--- src/rtl/fifo_arb_pkg.sv ---
// Shared types and default sizing for the FIFO write-port arbiter.
// Latency/backpressure: not applicable (declarations only).
package fifo_arb_pkg;

    localparam int NUM_REQ_DEF   = 4;
    localparam int MAX_BURST_DEF = 4;
    localparam int ID_W          = $clog2(NUM_REQ_DEF);
    localparam int CNT_W         = $clog2(MAX_BURST_DEF + 1);

    typedef enum logic {
        IDLE  = 1'b0,
        BURST = 1'b1
    } arb_state_t;

endpackage

--- src/rtl/rr_picker.sv ---
// Rotating priority encoder: first set request scanning from ptr upward, modulo N.
// Latency: combinational. Backpressure: none.
module rr_picker
    import fifo_arb_pkg::*;
#(
    parameter int N  = NUM_REQ_DEF,
    parameter int IW = ID_W
) (
    input  logic [N-1:0]  req,
    input  logic [IW-1:0] ptr,
    output logic          found,
    output logic [IW-1:0] idx
);

    always_comb begin
        found = 1'b0;
        idx   = '0;
        for (int i = 0; i < N; i++) begin
            if (!found && req[(int'(ptr) + i) % N]) begin
                found = 1'b1;
                idx   = IW'((int'(ptr) + i) % N);
            end
        end
    end

endmodule

--- src/rtl/fifo_wr_arbiter.sv ---
// Round-robin burst arbiter sharing one FIFO write port among NUM_REQ producers.
// Latency: one idle arbitration cycle per grant, then accept->fifo_wr in the same cycle; fifo_full stalls the owner without releasing the grant.
module fifo_wr_arbiter
    import fifo_arb_pkg::*;
#(
    parameter int NUM_REQ    = NUM_REQ_DEF,
    parameter int DATA_WIDTH = 32,
    parameter int MAX_BURST  = MAX_BURST_DEF
) (
    input  logic                                 clock,
    input  logic                                 reset,
    input  logic [NUM_REQ-1:0]                   req_valid,
    input  logic [NUM_REQ-1:0][DATA_WIDTH-1:0]   req_data,
    input  logic [NUM_REQ-1:0]                   req_last,
    output logic [NUM_REQ-1:0]                   req_ready,
    input  logic                                 fifo_full,
    output logic                                 fifo_wr,
    output logic [DATA_WIDTH-1:0]                fifo_data_in,
    output logic [$clog2(NUM_REQ)-1:0]           grant_id,
    output logic                                 busy
);

    localparam int GW = $clog2(NUM_REQ);
    localparam int BW = $clog2(MAX_BURST + 1);

    arb_state_t            state;
    arb_state_t            state_nxt;
    logic [GW-1:0]         rr_ptr;
    logic [GW-1:0]         pick_idx;
    logic                  pick_found;
    logic [BW-1:0]         beat_cnt;
    logic [DATA_WIDTH-1:0] data_hold;
    logic                  accept;
    logic                  release_burst;

    rr_picker #(
        .N  (NUM_REQ),
        .IW (GW)
    ) u_picker (
        .req   (req_valid),
        .ptr   (rr_ptr),
        .found (pick_found),
        .idx   (pick_idx)
    );

    always_ff @(posedge clock or posedge reset) begin
        if (reset) begin
            state <= IDLE;
        end else begin
            state <= state_nxt;
        end
    end

    always_comb begin
        state_nxt     = state;
        req_ready     = '0;
        accept        = 1'b0;
        release_burst = 1'b0;
        case (state)
            IDLE: begin
                if (pick_found) begin
                    state_nxt = BURST;
                end
            end
            BURST: begin
                req_ready[grant_id] = ~fifo_full;
                accept              = req_valid[grant_id] & ~fifo_full;
                // A stalled owner with valid still high keeps the grant.
                release_burst = ~req_valid[grant_id]
                              | (accept & (req_last[grant_id] | (beat_cnt == BW'(MAX_BURST - 1))));
                if (release_burst) begin
                    state_nxt = IDLE;
                end
            end
        endcase
    end

    assign fifo_wr      = accept;
    assign fifo_data_in = accept ? req_data[grant_id] : data_hold;
    assign busy         = (state == BURST);

    always_ff @(posedge clock or posedge reset) begin
        if (reset) begin
            rr_ptr    <= '0;
            grant_id  <= '0;
            beat_cnt  <= '0;
            data_hold <= '0;
        end else begin
            case (state)
                IDLE: begin
                    if (pick_found) begin
                        grant_id <= pick_idx;
                        beat_cnt <= '0;
                    end
                end
                BURST: begin
                    if (accept) begin
                        beat_cnt  <= beat_cnt + 1'b1;
                        data_hold <= req_data[grant_id];
                    end
                    // Departing owner drops to lowest priority.
                    if (release_burst) begin
                        rr_ptr <= (grant_id == GW'(NUM_REQ - 1)) ? '0 : grant_id + 1'b1;
                    end
                end
            endcase
        end
    end

endmodule
--- config.mk ---
export PLATFORM = sky130hd
export DESIGN_NAME = fifo_wr_arbiter
export DESIGN_NICKNAME = d
export VERILOG_FILES = /design/src/rtl/fifo_arb_pkg.sv /design/src/rtl/rr_picker.sv /design/src/rtl/fifo_wr_arbiter.sv
export SDC_FILE = /design/constraint.sdc
export NUM_CORES = 1
export LEC_CHECK = 0
export CAP_MARGIN = 30
export CORE_MARGIN = 2
export CORE_UTILIZATION = 38
export DETAILED_ROUTE_END_ITERATION = 10
export PLACE_DENSITY_LB_ADDON = 0.08
export REMOVE_ABC_BUFFERS = 1
export SLEW_MARGIN = 25
export SYNTH_ARGS = -nofsm -noshare
export SYNTH_HDL_FRONTEND = slang
export SYNTH_SLANG_ARGS = --single-unit
--- constraint.sdc ---
create_clock -name clock -period 2.5 [get_ports clock]
set_input_delay 0.5 -clock clock [delete_from_list [all_inputs] [get_ports clock]]
set_output_delay 0.5 -clock clock [all_outputs]
set_load 0.02 [all_outputs]
==> impl_results.md <==
* Largest net degree at the start of global routing at 27
* Initial antenna violation count at 0
* Post-DP HPWL at 6200 µm
* Met2 wire length at 4620 µm
* Failing checks: setup timing
* Synthesis-to-finish area growth at 85.5%
* Die area at 8500 µm²
* YS warnings at 0
* Syn Area/Cell at 14.5 µm²
* Post-synth top area cell: dfrtp_1
* Clock root cell: clkbuf_8
* Worst path cell trace: mux4_2 -> nand2_8 -> buf_12 -> mux2_4 -> buf_6
* Top Metal Used: met4
* Overall power at 6.17 mW
* Drt via density at 5.04
* Gr ovfl total at 0
* Least-Margin Pin Slew at 0.293 ns
* Max Clk Rate at 391 MHz
* Starting Density at 0.387
* Power density over the cells at 1120 nW/µm²
* Initial DRT Pass Iterations at 4
* Register area share after synthesis at 0.339
* Fillers at 536
* Routability cong. at 0.770
* Internal reg-to-reg setup slack at 0.36 ns
* Crit start category: flip-flop
* Share of the synthesized area in the top cell type at 0.339
* Rows at 32
* CP max-delay cell: mux4_2
* CTS max path bufs at 2
* Unrepaired setup endpoints after global routing: yes
* Port-buffer cells at 178
* First-pass GRT wire length at 13800 µm
* Num CTS Buffers at 5
* Hold-fix buffers, CTS at 0
* PnR worst setup slack at -0.0545 ns
* Levels on crit path at 5
* Die H at 92.2 µm
* Worst slew margin relative to its limit at 0.802
* CP Class: reg -> out
* Core ar. at 7650 µm²
* Clk_lat worst skew at 0.29 ns
* Clock-pin transition on the worst setup and hold timing paths at 0.08 ns
* IO Count at 179
* CTS tree: built
* Final Setup Violations at 32
* Yosys cell types at 30
* Die Wd at 92.2 µm
* Reg-to-reg startpoint: grant_id[0]
* Max Cap Viol at 0
* Synth Cell Area at 2960 µm²
* CP endpoint kind: primary output
* Clock Skews at 0.00626 ns
* Peak VDD IR at 0.621 mV
* Count of final max-slew check failures at 0
* Reg area at 1000 µm²
* DR WL met3 at 524 µm
* DP Worst Slack at -0.780 ns
* Most frequent cell after synthesis: mux2_2
* Critical Path Start: grant_id[0]
* Final Net Count at 559
* CP delay by family, top: multiplexers
* Status: complete, but fails checks
* Max FO, Critical Path at 7
* Synth top area cells: dfrtp_1 34%, mux2_2 24%, mux4_2 24%
* Count of flip-flops with a built-in enable after synthesis at 0
* WP buf/inv at 2
* Final min period at 2.55 ns
* CP endpoint: fifo_data_in[0]
* H-tree depth reported by CTS at 2
* Final hold vios at 0
* Total number of vias at 2605
* Global-route usage over all layers at 0.205
* Synth Register Bits at 40
* Vias in the first global route at 2778
* Routed WL per cell at 16.9 µm
* Critical path arrival at 2.05 ns
* Crit path largest cell delay at 0.60 ns
* Most frequent cells after synthesis: 64 x mux2_2, 40 x dfrtp_1, 32 x mux4_2
* Fraction of layout cells with a size suffix above 1 at 0.443
* Period utilisation layout at 1.02
* Hold Path Class: in -> async
* Antenna cells at 0
* Antenna viol nets, final at 0
* DRC at 0
* Leakage power at 2.40 nW
* Critical Path RT at 2.00 ns
* Area of the multi-input gates at 1940 µm²
* R2r worst-path depth at 6
* Routed WL at 8730 µm
* Met1 WL at 3550 µm
* Reg-to-reg endpoint: data_hold[16]
* FFs w/ async S/R, synth at 1.00
* Synth Flop Type: dfrtp_1
* CTS sink cnt at 40
* Initial drt markers at 58
* Cells after synthesis at 204
==> through the flow <==
step	std cells	hold WS (ns)	utilization	area, µm²	TNS, ns
floorplan	189	0.467	-	2830	-107.64
global placement	495	0.481	0.651	4980	-23.01
detailed placement	495	0.488	0.651	4980	-24.48
CTS	516	0.404	0.712	5450	-2.02
global route	517	0.406	0.717	5490	-2.99
finish	517	0.403	0.717	5490	-1.15
==> layer usage <==
layer  GRT usage  vias up
met1       0.264     1297
met2       0.365       91
li1            -     1215
met3      0.0419        2
met4      0.0299        0
met5           0        -
==> registers in the layout, indices dropped and copies added, names as in the netlist <==
signal     count
beat_cnt       3
data_hold     32
busy           1
grant_id       2
rr_ptr         2
==> worst min-delay path by stage <==
stage	from	to	slack, ns	depth (start not counted)
finish	reset	data_hold[23]	0.40	2
floorplan	beat_cnt[0]	beat_cnt[0]	0.47	1
global route	reset	data_hold[17]	0.41	2
global placement	data_hold[20]	data_hold[20]	0.48	1
detailed placement	data_hold[22]	data_hold[22]	0.49	1
CTS	reset	data_hold[23]	0.40	2
==> kinds of logic (layout without fill, tap and decap cells) <==
| kind of cell | Yosys count | count (layout) | synth area share |
|---|---|---|---|
| fa+ha+maj | 6 | 6 | 0.0254 |
| compound gates | 15 | 15 | 0.0347 |
| mux | 102 | 102 | 0.516 |
| flops | 40 | 40 | 0.339 |
| buf+inv | 23 | 234 | 0.0521 |
| simple gates | 18 | 18 | 0.0334 |
==> cells in the final DEF, fill, tap and decap left out, types with 2 or more instances in the layout <==
cell type / instances
nand2_1: 3
clkdlybuf4s15_1: 4
buf_4: 28
buf_12: 7
clkbuf_8: 5
nand3_1: 4
and2_1: 4
mux2_1: 2
dfrtp_1: 38
o21ai_0: 5
mux2i_1: 2
dfrtp_2: 2
mux4_2: 33
nor2_1: 3
mux2_2: 32
buf_6: 33
a21oi_1: 3
dlygate4sd2_1: 5
clkdlybuf4s50_1: 137
mux2_4: 33
inv_1: 7
ha_1: 6
==> repair_timing <==
item,in CTS,in global routing
setup buffers,9,3
resized for setup,234,21
setup endpoints to repair,37,33
cloned,5,1
pin swaps,1,1
==> worst register-to-register path, cell delays in order, from the launching register on <==
cell,delay (ns)
dfrtp_2,0.40
mux4_2,0.60
nand2_8,0.17
buf_12,0.15
buf_4,0.11
bufbuf_16,0.27
mux2_2,0.34
==> final cells by class <==
type | instances | area share
Multi-Input combinational cell | 141 | 0.354
Sequential cell | 40 | 0.183
Inverter | 8 | 0.00547
Tap cell | 102 | 0.0233
Timing Repair Buffer | 218 | 0.415
Clock buffer | 6 | 0.0132
Clock inverter | 2 | 0.00639
==> where the power goes <==
group / switching [mW] / internal [mW] / total (mW)
registers: 0.196 / 0.977 / 1.17
logic: 1.80 / 2.67 / 4.47
clock network: 0.227 / 0.297 / 0.523
total: 2.22 / 3.95 / 6.17
No activity file was read; power rests on OpenSTA's default activity.
